### src/rtl/mold_rerequest_tx.sv
// rtl/mold_rerequest_tx.sv - builds and streams a 62-byte MoldUDP64 retransmission-request frame
// Request fields are latched at acceptance, so the frame needs no payload buffer.
module mold_rerequest_tx #(
  parameter logic [47:0] SRC_MAC  = 48'h02_00_00_00_00_01,
  parameter logic [47:0] DST_MAC  = 48'h02_00_00_00_00_02,
  parameter logic [31:0] SRC_IP   = 32'h0A00_0002,
  parameter logic [31:0] DST_IP   = 32'h0A00_0001,
  parameter logic [15:0] SRC_PORT = 16'd30000,
  parameter logic [15:0] DST_PORT = 16'd30001,
  parameter logic [7:0]  TTL      = 8'd64
) (
  input  logic        clkIn,
  input  logic        rstIn,
  input  logic        reqValidIn,
  output logic        reqReadyOut,
  input  logic [79:0] reqSessIdIn,
  input  logic [63:0] reqSeqNumIn,
  input  logic [15:0] reqCountIn,
  output logic [7:0]  txDataOut,
  output logic        txValidOut,
  input  logic        txReadyIn,
  output logic        txLastOut,
  output logic        busyOut
);

  localparam logic [5:0] LAST_IDX = 6'd61;

  typedef enum logic [1:0] {IDLE, CSUM_ADD, CSUM_FOLD, SEND} stateT;

  stateT       state, stateNext;
  logic [79:0] sessId;
  logic [63:0] seqNum;
  logic [15:0] msgCount;
  logic [15:0] idCnt;
  logic [15:0] csum;
  logic [19:0] sum;
  logic [5:0]  byteIdx;
  logic        accept, txFire, lastFire;
  logic [19:0] sumNext;
  logic [16:0] fold1;
  logic [15:0] fold2;
  logic [8:0]  bitOfs;
  logic [495:0] frame;

  assign accept   = reqValidIn && reqReadyOut;
  assign txFire   = (state == SEND) && txReadyIn;
  assign lastFire = txFire && (byteIdx == LAST_IDX);

  // idCnt only moves at the end of a frame, so it still holds the acceptance-time ID here
  assign sumNext = 20'(16'h4500) + 20'(16'h0030) + 20'(idCnt) + 20'(16'h4000)
                 + 20'({TTL, 8'h11}) + 20'(SRC_IP[31:16]) + 20'(SRC_IP[15:0])
                 + 20'(DST_IP[31:16]) + 20'(DST_IP[15:0]);
  assign fold1 = 17'(sum[15:0]) + 17'(sum[19:16]);
  assign fold2 = fold1[15:0] + 16'(fold1[16]);

  always_comb begin
    stateNext   = state;
    reqReadyOut = 1'b0;
    txValidOut  = 1'b0;
    busyOut     = 1'b1;
    case (state)
      IDLE: begin
        reqReadyOut = 1'b1;
        busyOut     = 1'b0;
        if (reqValidIn) stateNext = CSUM_ADD;
      end
      CSUM_ADD:  stateNext = CSUM_FOLD;
      CSUM_FOLD: stateNext = SEND;
      SEND: begin
        txValidOut = 1'b1;
        if (lastFire) stateNext = IDLE;
      end
      default: stateNext = IDLE;
    endcase
  end

  always_ff @(posedge clkIn) begin
    if (rstIn) begin
      state    <= IDLE;
      sessId   <= '0;
      seqNum   <= '0;
      msgCount <= '0;
      idCnt    <= '0;
      csum     <= '0;
      sum      <= '0;
      byteIdx  <= '0;
    end else begin
      state <= stateNext;
      if (accept) begin
        sessId   <= reqSessIdIn;
        seqNum   <= reqSeqNumIn;
        msgCount <= reqCountIn;
      end
      if (state == CSUM_ADD)  sum  <= sumNext;
      if (state == CSUM_FOLD) csum <= ~fold2;
      if (txFire) begin
        if (byteIdx == LAST_IDX) begin
          byteIdx <= '0;
          idCnt   <= idCnt + 16'd1;
        end else begin
          byteIdx <= byteIdx + 6'd1;
        end
      end
    end
  end

  // Byte 0 sits in the top bits of frame
  assign frame = {DST_MAC, SRC_MAC, 16'h0800,
                  8'h45, 8'h00, 16'h0030, idCnt, 16'h4000, TTL, 8'h11, csum,
                  SRC_IP, DST_IP,
                  SRC_PORT, DST_PORT, 16'h001C, 16'h0000,
                  sessId, seqNum, msgCount};

  assign bitOfs    = {LAST_IDX - byteIdx, 3'b000};
  assign txDataOut = (state == SEND) ? frame[bitOfs +: 8] : 8'h00;
  assign txLastOut = (state == SEND) && (byteIdx == LAST_IDX);

endmodule

### config.mk
export PLATFORM = sky130hd
export DESIGN_NAME = mold_rerequest_tx
export DESIGN_NICKNAME = d
export VERILOG_FILES = /design/src/rtl/mold_rerequest_tx.sv
export SDC_FILE = /design/constraint.sdc
export NUM_CORES = 1
export LEC_CHECK = 0
export ABC_CLOCK_PERIOD_IN_PS = 3000
export CAP_MARGIN = 15
export CORE_MARGIN = 2
export CORE_UTILIZATION = 49
export DETAILED_ROUTE_END_ITERATION = 7
export GPL_TIMING_DRIVEN = 0
export HOLD_SLACK_MARGIN = 0.06
export MAX_ROUTING_LAYER = met4
export PLACE_DENSITY = 0.75
export SLEW_MARGIN = 20
export SYNTH_ARGS = -nofsm -noshare
export SYNTH_HDL_FRONTEND = slang
export SYNTH_SLANG_ARGS = --single-unit
### constraint.sdc
create_clock -name clkIn -period 3 [get_ports clkIn]
set_input_delay 0.9 -clock clkIn [delete_from_list [all_inputs] [get_ports clkIn]]
set_output_delay 0.9 -clock clkIn [all_outputs]
set_load 0.01 [all_outputs]
* Word-level counts from Yosys, hierarchy flattened
Cells that the tools add are included.
** Storage, ports and cells
- Register bits after elaboration :: 220
** Operators by class
- Add/subtract/negate cells :: 12
- Equality and inequality tests :: 6
- Shift operators :: 1
- Mux-type cells :: 8
- Bitwise gates (word level) :: 1
- Reduce and logical (&&, ||, !) cells :: 7
** Operators by type and width (count)
- variable part select 496 x 10 -> 8 bit :: 1
- adder 19 x 12 -> 20 bit (second input constant) :: 1
- adder 20 x 1 -> 20 bit (second input constant) :: 1
- adder 20 x 12 -> 20 bit (second input constant) :: 1
- adder 20 x 2 -> 20 bit (second input constant) :: 1
- adder 18 x 15 -> 19 bit (second input constant) :: 1
- adder 17 x 15 -> 18 bit (second input constant) :: 1
- adder 15 x 16 -> 17 bit (first input constant) :: 1
- adder 16 x 4 -> 17 bit :: 1
- adder 16 x 1 -> 16 bit :: 1
- adder 16 x 1 -> 16 bit (second input constant) :: 1
- NOT 16 bit :: 1
- 2-to-1 mux 8 bit :: 1
- one-hot mux 2 bit (4 select lines) :: 1
- adder 6 x 1 -> 6 bit (second input constant) :: 1
- == test 6 bit (second input constant) :: 1
- 2-to-1 mux 6 bit :: 1
- subtractor 6 bit (first input constant) :: 1
- == test 2 bit (second input constant) :: 2
- logical AND 1 bit :: 4
- 2-to-1 mux 2 bit :: 2
- != test 2 bit (second input constant) :: 2
- AND reduction 2 bit :: 2
- 2-to-1 mux 1 bit :: 3
- 2 further kinds :: 2

* Logic depth before layout (Yosys ltp)
- Depth after elaboration :: 7
- Depth in mapped cells :: 13

* Worst setup path before layout
No wires, ideal clock.
- Path kind :: reg2out
- Start :: register byteIdx[1]
- End :: output txDataOut[3]
- Arrival :: 2.467 ns
- Required time :: 2.100 ns
- Slack :: -0.367 ns
- Stages on the path, launching flop included :: 9
- Cells stage by stage :: dfxtp_1 -> buf_2 -> buf_2 -> inv_1 -> ha_1 -> clkbuf_1 -> nand3_1 -> o32a_1 -> a211oi_1
** Between the ends
- Cells in the longest elaborated chain, start to end :: 3
** Ends and longest elaborated chain
- start, declared :: RTL line 37 : logic [5:0] byteIdx;
- start signal, assigned :: RTL line 101 : byteIdx <= byteIdx + 6'd1;
- subtractor 6 bit :: RTL line 114 : assign bitOfs = {LAST_IDX - byteIdx, 3'b000};
- variable part select 496 x 10 -> 8 bit :: RTL line 115 : assign txDataOut = (state == SEND) ? frame[bitOfs +: 8] : 8'h00;
- 2-to-1 mux 8 bit :: RTL line 115
- end, declared :: RTL line 19 : output logic [7:0] txDataOut,
No other way between the ends.

* Worst setup path after layout
Same ends and word-level chain as after synthesis.

==> impl_metrics.yaml <==
clock_tree:
  path_clk_slew_ns: 0.07
  cts-root-buf: "clkbuf_16"
  htreeDepth: 1
  numCtsBuffers: 23
  cts_tree: "done"
  cts_buffer_depth: 3
  clkLatencyLatePin_ns: 0.53
  clkSinkCount: 217
outcome:
  status: "finished with violations"
  violations: "setup timing"
finish:
  drive_gt1_share_pct: 14.4
  layout.nets: 1692
  layout.cells.non_filler: 1807
  fill_cells: 1739
  multi_input_area_sq_um: 6150
  area.sequential_sq_um: 4360
  postLayoutCoreUtil_pct: 66.6
  syn_to_final_growth_pct: 34.8
  diodes: 0
global_route:
  first_global_vias: 10285
  antenna_found_initial: 0
  grt_pass1_wl_um: 54700
  grt_max_degree: 16
  grt.total_usage_pct: 31.9
  gr-total-overflow: 0
floorplanning:
  rows: 54
  die_w_um: 152
  start_util_pct: 49.4
  fp.coreArea_sq_um: 21600
  pin_count: 176
  die_area_sq_um: 23000
  die_y_um: 152
worst_setup_path:
  endpoint_kind: "primary output"
  path_cells: "buf_12, buf_4, mux4_2, mux4_2, a211oi_2, a211oi_2, buf_2"
  criticalPathCategory: "reg -> out"
  crit_family: "multiplexers"
  arrival_ns: 2.75
  startpoint_type: "flip-flop"
  critPathMaxStageDelay_ns: 0.57
  cpMaxStageDelayCell: "mux4_2"
  crit_path_max_fanout: 8
  critical_path_required_ns: 2.10
  r2r_setup_slack_ns: 0.20
  crit_buf_inv: 3
yosys:
  synth_area_sq_um: 10700
  synth.avg_cell_area_sq_um: 8.36
  async_reset_ff_share_pct: 0
  synth_most_common_cell: "nand2_1"
  synth_top_area_share_pct: 40.7
  synth-seq-area-share_pct: 40.7
  synth_ff_type: "dfxtp_1"
  synth.area.top_cells: "dfxtp_1 (41%), nand2_1 (13%), mux4_2 (9.3%), a21oi_1 (8.9%), clkbuf_1 (2.7%)"
  yosys-top-cells-count: "nand2_1 (362), dfxtp_1 (217), a21oi_1 (191)"
  yosysTopAreaCell: "dfxtp_1"
  ys_ff_latch: 217
  yosys_warnings: 0
  synth_edf_count: 0
  synth_cell_types: 66
  syn_inst: 1278
  syn_nets: 1459
detailed_routing:
  vias: 10560
  viasPerCell: 5.84
  ant_nets: 0
  drtPass1Iterations: 5
  drc: 0
  drt-total-wl_um: 35900
  drt-initial-drc-count: 935
  wire_per_inst_um: 19.9
power:
  peakVddDrop_uv: 367
  p_per_area_nw_per_um2: 661
  p_leak_nw: 5.19
  p_total_mw: 9.53
sta:
  relSlewSlack_pct: 43.2
  final.setup.worst_slack_ns: -0.646
  holdWs_ns: 0.453
  final.period_utilization_pct: 122
  grt_setup_unrepaired: "true"
  hold_viol: 0
  finClkSkew_ns: 0.0227
  max_slew.worst_pin.slew_ns: 0.852
  layout_min_cycle_time_ns: 3.65
  setup_viol: 8
  fmax_ghz: 0.274
  maxSlewViolCount: 0
  fin_tns_setup_ns: -4.50
placement:
  dp_hpwl_um: 25500
  dp_cells: 1733
  numPortBuffers: 175
  gp_congestion: 0.979
flow_run:
  drv_cap: 0
min_path:
  worstHoldPathType: "reg -> reg"
## path summary, 6_finish.rpt
| kind | startpoint | endpoint | cells after the start |
|---|---|---|---|
| worst max-delay path | byteIdx[1] | txDataOut[3] | 7 |
| worst min-delay path | sessId[15] | sessId[15] | 2 |
| worst max register to register | sum[16] | csum[15] | 12 |
| worst min register to register | sessId[15] | sessId[15] | 2 |
## kinds of logic after synthesis
logic type,count (synthesis),share of synthesized area (%)
mux,70,12.0
compound gates,281,15.5
flops,217,40.7
buf+inv,117,4.67
xor+xnor,46,3.84
fa+ha+maj,17,1.99
simple gates,530,21.3
## metal layers
layer | share of wire [%] | global-route usage, % | vias up
met5 | 0 | - | -
met4 | 4.2 | 12.8 | 0
met3 | 8.3 | 5.66 | 99
met2 | 48 | 51.4 | 495
met1 | 40 | 40.0 | 5058
li1 | - | - | 4908
## cell type report
class | instances | share of cell area (%)
clock inverters | 11 | 1.08
flip-flops and latches | 217 | 30.3
repair buffers | 209 | 14.4
well taps | 280 | 2.43
plain buffers | 102 | 4.35
clock buffers | 30 | 4.39
multi-input cells | 944 | 42.7
inverters | 14 | 0.417
## repair_timing
| action | 4_1_cts | 5_1_grt |
|---|---|---|
| gates cloned | 2 | 0 |
| resized for setup | 131 | 24 |
| hold buffers | 0 | 0 |
| endpoints found under the setup margin | 20 | 15 |
| pin swaps | 20 | 10 |
| buffers inserted | 27 | 6 |
## power breakdown
group / total [mW] / switching (mW) / leakage, nW / internal (mW)
Sequential: 3.75 / 0.337 / 1.78 / 3.41
Clock: 2.98 / 1.22 / 0.386 / 1.76
Combinational: 2.80 / 1.70 / 3.02 / 1.10
## layout by cell type, fill, tap and decap left out, types with 5 or more instances in the layout
master	netlist	layout
nand2_1	362	357
dfxtp_1	217	210
a21oi_1	191	187
clkdlybuf4s50_1	0	166
clkbuf_1	78	75
nor2_1	59	59
mux4_2	44	46
buf_4	3	27
clkbuf_16	0	24
nand3_1	26	23
mux2i_1	22	21
xor2_1	24	21
o21ai_0	24	20
xnor2_1	21	18
a211oi_1	21	17
nor3_1	21	16
ha_1	17	13
inv_1	14	12
buf_6	4	12
buf_12	0	12
buf_2	15	12
and3_1	11	10
nand4_1	10	10
or3_1	9	9
a311oi_2	1	6
a311oi_1	10	5
nand2b_1	5	5
dfxtp_2	0	5
## worst min-delay path, stage by stage (launching register included)
cell     delay, ns
dfxtp_1       0.31
nand2_1       0.05
a21oi_1       0.05
## sequential cells by signal (all words and copies together) (netlist names)
register / flops
sessId: 80
seqNum: 64
sum: 17
csum: 16
idCnt: 16
msgCount: 16
byteIdx: 6
state: 2
## per-stage QoR
step / worst slack, ns / instance area (sq um)
finish: -0.646 / 14400
global route: -0.658 / 14400
CTS: -0.635 / 14300
detailed placement: -1.09 / 12800
global placement: -1.10 / 12800
floorplan: 0.00400 / 10700
(Power assumes the default switching activity.)
==> RTL change (same settings) <==
Reset style: asynchronous (`rstIn`), changed in one clocked block.
--- a/src/rtl/mold_rerequest_tx.sv
+++ b/src/rtl/mold_rerequest_tx.sv
@@ -76,3 +76,3 @@
 
-  always_ff @(posedge clkIn) begin
+  always_ff @(posedge clkIn or posedge rstIn) begin
     if (rstIn) begin
Check against the original RTL: differs if rstIn is asserted again (counterexample within 4 cycles, from zero or initial values and one cycle with rstIn high); with rstIn held inactive, the same outputs for 10 cycles.
==> RTL change against the unedited design <==
The run still ends with negative setup slack left; final cell count down 21%; non-clock buffer count down 23; critical endpoint unchanged; hold slack better by 45 ps; global-route usage down 4.0 points; area after synthesis up 4.5%; wire length down 10%; final area up 5.9%; sequential cell count unchanged; setup slack worse by 140 ps.
Power is not compared: it rests on default switching activity, and its combinational part moved more than twofold at a synthesized area within 25%.
==> RTL change: results (changes against the unedited design) <==
[placed_design]
place_hpwl_um = 22900  ; -10%
finalWeightedCongestion = 0.898  ; -8.3%

[worst_hold_path]
hold_depth = 1  ; -1
hold_path_startpoint = seqNum[52]$_DFFE_PP0P_

[cells_and_area]
multi_input_gates = 583  ; -38%
drive_gt1_share_pct = 35.6  ; +21 points
clockNetworkAreaShare_pct = 5.33  ; -0.13 points
nNonClkInverters = 15  ; +1
multi_input_area_um2 = 5700  ; -7.3%
nonClkBufAreaFrac_pct = 18.8  ; +0.026 points
nFillCells = 1623  ; -6.7%
sh_seq_area_pct = 35.7  ; +5.4 points
nets = 1310  ; -23%
nNonClkBuffers = 288  ; -7.4%
clock_buffers = 34  ; +13%

[detailed_routing]
dr_wl_met3_um = 2250  ; -25%
met2_length_um = 15200  ; -11%
vias = 8461  ; -20%
drt_pass1_iterations = 5  ; unchanged
drt-total-wl_um = 32200  ; -10%
wl_met1_um = 13400  ; -6.7%

[sta]
fin_ws_ps = -790  ; -145 ps
skew_ps = 15.2  ; -7.48 ps
finalSetupViolCount = 8  ; unchanged
tightest_slew_ps = 787  ; -64.6 ps

[outcome]
violations = negative setup slack
status = finished with violations

[synth]
syn_nets = 1058  ; -27%
synthTopCellsByArea = dfrtp_1 49%, mux2_2 17%, mux4_2 9.5%, xnor2_1 2.8%, ha_1 1.9%
yosys-top-cells-count = 217 x dfrtp_1, 173 x mux2_2, 47 x mux4_2, 45 x nor2_1, 40 x a21oi_1
seq_area_frac_synth_pct = 48.7  ; +8.0 points
ys_async_sr_fraction_pct = 100  ; +100 points
netlist-cell-type-count = 69  ; +4.5%

[setup_path]
r2r-start = sum[0]$_DFFE_PP0N_
cp_top_family = buffers and inverters
cp_max_fo = 4  ; -4
worst-r2r-cell-count = 11  ; -1
reg2reg_slack_ps = 130  ; -70 ps
rr_endpoint = csum[12]$_DFFE_PP0P_
slowest_delay_ps = 440  ; -130 ps
arrival_ps = 2890  ; +140 ps
startpoint = byteIdx[1]$_DFFE_PP0P_

[cts]
post_cts_buffers = 37  ; +37%
numCtsBuffers = 24  ; +4.3%

[global_routing]
antenna_found_initial = 2  ; +2
grt_pass1_vias = 8855  ; -14%
grt_pass1_wl_um = 50200  ; -8.4%
gr-usage-met3_pct = 6.04  ; +0.39 points
grt_max_degree = 34  ; +18
grt.met2_usage_pct = 43.3  ; -8.1 points

[floorplanning]
core_um2 = 22500  ; +4.1%

## RTL change: metrics by stage
step | cells | utilization, % | hold slack (ps) | setup slack (ps) | setup TNS, ps
after floorplan | 877 | - | 474 | -726 | -157840
after global placement | 1337 | 59.1 | 482 | -2430 | -543270
after detailed placement | 1344 | 59.8 | 487 | -1280 | -23170
after CTS | 1422 | 66.8 | 500 | -805 | -5710
after global routing | 1432 | 67.8 | 508 | -842 | -6200
final | 1432 | 67.8 | 497 | -790 | -5780
## RTL change: power groups by stage
stage	clock network (mW)	logic (mW)	registers, mW
after global routing	3.19	8.22	5.16
after global placement	0	6.18	4.91
after floorplan	0	4.59	4.70
after detailed placement	0	6.30	4.97
after CTS	3.06	7.50	4.97
final	3.02	7.79	5.02
## RTL change: cell families after synthesis
group                      after synthesis  synth area share, %
muxes                                  234                 28.2
DFF                                    217                 48.7
and+or+nand+nor                        161                 7.24
AOI/OAI and AO/OA                      120                 6.96
buffers and inverters                   77                 2.90
xor gates and xnor gates                51                 4.14
adders and majority gates               17                 1.91
